## config.mk

```make
export PLATFORM = sky130hd
export DESIGN_NAME = lut_cfg_loader
export DESIGN_NICKNAME = d
export VERILOG_FILES = /design/src/rtl/lut_cfg_loader.sv
export SDC_FILE = /design/constraint.sdc
export NUM_CORES = 1
export LEC_CHECK = 0
export CAP_MARGIN = 20
export CORE_MARGIN = 8
export CORE_UTILIZATION = 51
export CTS_CLUSTER_DIAMETER = 150
export DETAILED_ROUTE_END_ITERATION = 10
export PLACE_DENSITY_LB_ADDON = 0.08
export SYNTH_ARGS = -nofsm -noshare
export SYNTH_HDL_FRONTEND = slang
export SYNTH_SLANG_ARGS = --single-unit
```

## constraint.sdc

```tcl
create_clock -name clk -period 7.4 [get_ports clk]
set_clock_uncertainty 0.1 [all_clocks]
set_input_delay 1.11 -clock clk [delete_from_list [all_inputs] [get_ports clk]]
set_output_delay 1.11 -clock clk [all_outputs]
set_load 0.005 [all_outputs]
```

## src/rtl/lut_cfg_loader.sv

```systemverilog
// Serial configuration transmitter for a chain of K-input LUTs.
// Accepts a truth-table word over valid/ready and shifts it out on en/S.
module lut_cfg_loader #(
  parameter int K         = 3,
  parameter int NUM_LUTS  = 1,
  parameter int MSB_FIRST = 1
) (
  input  logic                            clk,
  input  logic                            rst_n,
  input  logic [NUM_LUTS*(2**K)-1:0]      cfg_data,
  input  logic                            cfg_valid,
  output logic                            cfg_ready,
  output logic                            en,
  output logic                            S,
  output logic                            busy,
  output logic                            done
);

  localparam int CFG_W = 2**K;
  localparam int TOTAL = NUM_LUTS * CFG_W;
  localparam int CNT_W = $clog2(TOTAL + 1);
  localparam logic [CNT_W-1:0] LAST = CNT_W'(TOTAL - 1);

  typedef enum logic [1:0] {
    ST_IDLE,
    ST_SHIFT,
    ST_DONE
  } state_t;

  state_t             state;
  logic [TOTAL-1:0]   sreg;
  logic [CNT_W-1:0]   cnt;

  function automatic logic head_bit(input logic [TOTAL-1:0] v);
    return (MSB_FIRST != 0) ? v[TOTAL-1] : v[0];
  endfunction

  function automatic logic [TOTAL-1:0] advance(input logic [TOTAL-1:0] v);
    return (MSB_FIRST != 0) ? {v[TOTAL-2:0], 1'b0} : {1'b0, v[TOTAL-1:1]};
  endfunction

  // The head bit is registered into S on the same edge the word is latched,
  // so sreg always holds the bits still to be presented.
  always_ff @(posedge clk) begin
    if (!rst_n) begin
      state     <= ST_IDLE;
      en        <= 1'b0;
      S         <= 1'b0;
      done      <= 1'b0;
      busy      <= 1'b0;
      cfg_ready <= 1'b1;
    end else begin
      case (state)
        ST_IDLE: begin
          done <= 1'b0;
          if (cfg_valid && cfg_ready) begin
            sreg      <= advance(cfg_data);
            S         <= head_bit(cfg_data);
            cnt       <= '0;
            en        <= 1'b1;
            busy      <= 1'b1;
            cfg_ready <= 1'b0;
            state     <= ST_SHIFT;
          end
        end
        ST_SHIFT: begin
          if (cnt == LAST) begin
            en    <= 1'b0;
            S     <= 1'b0;
            done  <= 1'b1;
            state <= ST_DONE;
          end else begin
            S    <= head_bit(sreg);
            sreg <= advance(sreg);
            cnt  <= cnt + CNT_W'(1);
          end
        end
        ST_DONE: begin
          done      <= 1'b0;
          busy      <= 1'b0;
          cfg_ready <= 1'b1;
          state     <= ST_IDLE;
        end
        default: begin
          en        <= 1'b0;
          S         <= 1'b0;
          done      <= 1'b0;
          busy      <= 1'b0;
          cfg_ready <= 1'b1;
          state     <= ST_IDLE;
        end
      endcase
    end
  end

endmodule

```

==> flow_summary.json <==
{
  "status": "completed",
  "synthDistinctLibCells": 25,
  "initial_core_util_pct": 52.6,
  "grt_pass1_vias": 594,
  "clock_path_buffers": 2,
  "yosysWarnings": 0,
  "hold_class": "flop to flop",
  "critical_path.cell_chain": "clkdlybuf4s50_1, a21oi_1, a2111oi_2, buf_4",
  "layout-drive-gt1-share_pct": 7.78,
  "swShare_pct": 24.6,
  "worst_path_largest_cell_delay_ns": 0.52,
  "drv_slew": 0,
  "cts_resized": 0,
  "p_int_mw": 0.152,
  "power_density_mw_per_mm2": 208,
  "post_cts_buffers": 0,
  "numCtsBuffers": 3,
  "finalWeightedCongestion": 0.733,
  "synth_area_sq_um": 773,
  "clkPwrFrac_pct": 25.2,
  "syn_area_per_cell_sq_um": 10.6,
  "final-hold-violation-count": 0,
  "clock_sinks": 18,
  "drt-vias-per-instance": 5.19,
  "cts_tree": "built",
  "tightest_slew_ns": 0.545,
  "io_buffers": 15,
  "final.min_clock_period_ns": 2.47,
  "synth.most_common_cell": "nand2_1",
  "finish.utilization_pct": 65.7,
  "syn_nets": 85,
  "dr.first_iter.drc_count": 11,
  "multi_input_area_sq_um": 282,
  "synth-edff-count": 11,
  "grt_first_pass_wirelength_mm": 2.51,
  "ys.flop_type": "edfxtp_1",
  "htree_levels": 1,
  "combPwrFrac_pct": 15.1,
  "grt_max_degree": 12,
  "die_w_um": 54.9,
  "path_clk_slew_ns": 0.10,
  "async_reset_ff_share_pct": 0,
  "synth.area.top_cells": "edfxtp_1 43%, dfxtp_1 18%, nand2_1 9.7%",
  "power_frac_seq_pct": 59.7,
  "crit_path_start_kind": "primary input",
  "ff_latch_area_sq_um": 470,
  "antenna_found_initial": 0,
  "root_buffer": "clkbuf_4",
  "irDropWorstVdd_mv": 0.124,
  "startpoint": "cfg_valid",
  "post-route-drc-count": 0,
  "grt_remaining_overflow": 0,
  "core-area_sq_mm": 0.00147,
  "finalSetupTns_ns": 0,
  "hold_path_startpoint": "busy$_SDFFE_PN0P_",
  "wl_per_cell_um": 13.2,
  "antenna_cells": 0,
  "die_area_sq_mm": 0.00302,
  "drv_cap": 0,
  "cp_max_fo": 11,
  "synth-seq-area-share_pct": 60.8,
  "rows": 14,
  "worst_hold_slack_ns": 0.383,
  "path_class": "primary input to flop",
  "final_nets": 103,
  "setup_viol": 0,
  "grt_util_all_layers_pct": 11.1,
  "dr.pass1.iters": 4,
  "critical_path_required_ns": 7.31,
  "yosys.area.top_type": "edfxtp_1",
  "clk_latency_ns": 0.29,
  "p_sw_mw": 0.0494,
  "rr_startpoint": "cnt[0]$_SDFFCE_PN0P_",
  "p_leak_nw": 0.384,
  "ys_ff_latch": 18,
  "synth_top_area_share_pct": 42.7,
  "crit_arrival_ns": 2.38,
  "fillers": 130,
  "dr_total_vias": 550,
  "hold_buffers": 0,
  "crit_path_top_delay_cell": "clkdlybuf4s50_1",
  "end_kind": "flop",
  "synthTopCellsByCount": "20 x nand2_1, 11 x edfxtp_1, 7 x dfxtp_1",
  "areaGrowthSynthToFinish_pct": 25.1,
  "rsz0062_at_grt": "no",
  "wirelength_mm": 1.40,
  "syn_inst": 73,
  "dpl.hpwl_um": 974,
  "slew_headroom_pct": 63.6,
  "post-route-period-util_pct": 33.4,
  "ant_nets": 0,
  "fmax_mhz": 404,
  "io_pins": 16,
  "die_h_um": 54.9
}
[power groups by stage]
stage	clock (mW)	combinational (mW)	sequential (mW)
finish	0.0507	0.0303	0.120
detailed placement	0	0.0305	0.122
global placement	0	0.0301	0.122
CTS	0.0516	0.0308	0.120
global route	0.0523	0.0346	0.121
floorplan	0	0.0177	0.121
[registers in the layout (all words and copies together) (netlist names)]
| name | count |
|---|---|
| cfg_ready | 1 |
| busy | 1 |
| en | 1 |
| cnt | 4 |
| done | 1 |
| state | 2 |
| sreg | 7 |
| S | 1 |
[final cells by class]
cell class | instances | share of cell area [%]
clock buffer | 3 | 2.33
clock inverter | 1 | 0.388
inverter | 3 | 1.16
multi-input combinational | 49 | 29.1
sequential | 18 | 48.6
tap | 16 | 2.07
timing repair buffer | 16 | 16.3
[placed cells by master (no fill, tap or decap), drive strengths merged]
cell           netlist  layout
inv                  3       3
o21a                 2       2
o21ai                1       1
and3b                1       1
mux2i                1       1
a21oi                2       2
xor2                 1       1
nand3                2       2
and2b                1       1
nor2b                1       1
nand3b               1       1
nand2               20      20
dfxtp                7       7
nor3                 2       2
xnor2                1       1
a2111oi              2       2
edfxtp              11      11
and3                 1       1
ha                   1       1
o32ai                1       1
buf                  3       1
nor2                 5       5
and2                 2       2
clkinv               0       1
clkdlybuf4s50        0      15
clkbuf               0       3
nand2b               1       1
[worst paths after layout]
check | to | slack, ns | cells past startpoint
min reg2reg | busy$_SDFFE_PN0P_ | 0.38 | 1
max reg2reg | cnt[0]$_SDFFCE_PN0P_ | 5.48 | 4
min | busy$_SDFFE_PN0P_ | 0.38 | 1
max | cnt[0]$_SDFFCE_PN0P_ | 4.93 | 4
[metrics by stage]
step,area (sq um),power (mW),instances,setup WS [ns]
after global routing,967,0.208,106,4.84
after global placement,941,0.152,102,4.66
after detailed placement,941,0.153,102,4.62
final,967,0.201,106,4.93
after floorplan,773,0.139,73,4.27
after CTS,967,0.202,106,4.93
[layer usage]
layer  wire length, um  part of all wire (%)  up-vias  global-route usage [%]
li1                  -                     -      283                       -
met1               649                    46      248                    13.8
met2               659                    47       15                    17.9
met3                68                   4.8        4                    2.94
met4                26                   1.9        0                    4.80
met5                 0                     0        -                       0
[worst max-delay path, delay by kind of cell]
kind / cells / cell delay, ns
buffers and inverters: 2 / 0.78
AOI/OAI and AO/OA: 2 / 0.49
[cells by family (layout without fill, tap and decap cells)]
kind of cell / Yosys count / count (layout) / share of synthesized area [%]
flops: 18 / 18 / 60.8
mux: 1 / 1 / 1.29
compound gates: 8 / 8 / 8.25
xor+xnor: 2 / 2 / 2.27
buf+inv: 6 / 23 / 3.40
simple gates: 37 / 37 / 22.3
fa+ha+maj: 1 / 1 / 1.62
No activity file was read; power rests on OpenSTA's default activity.
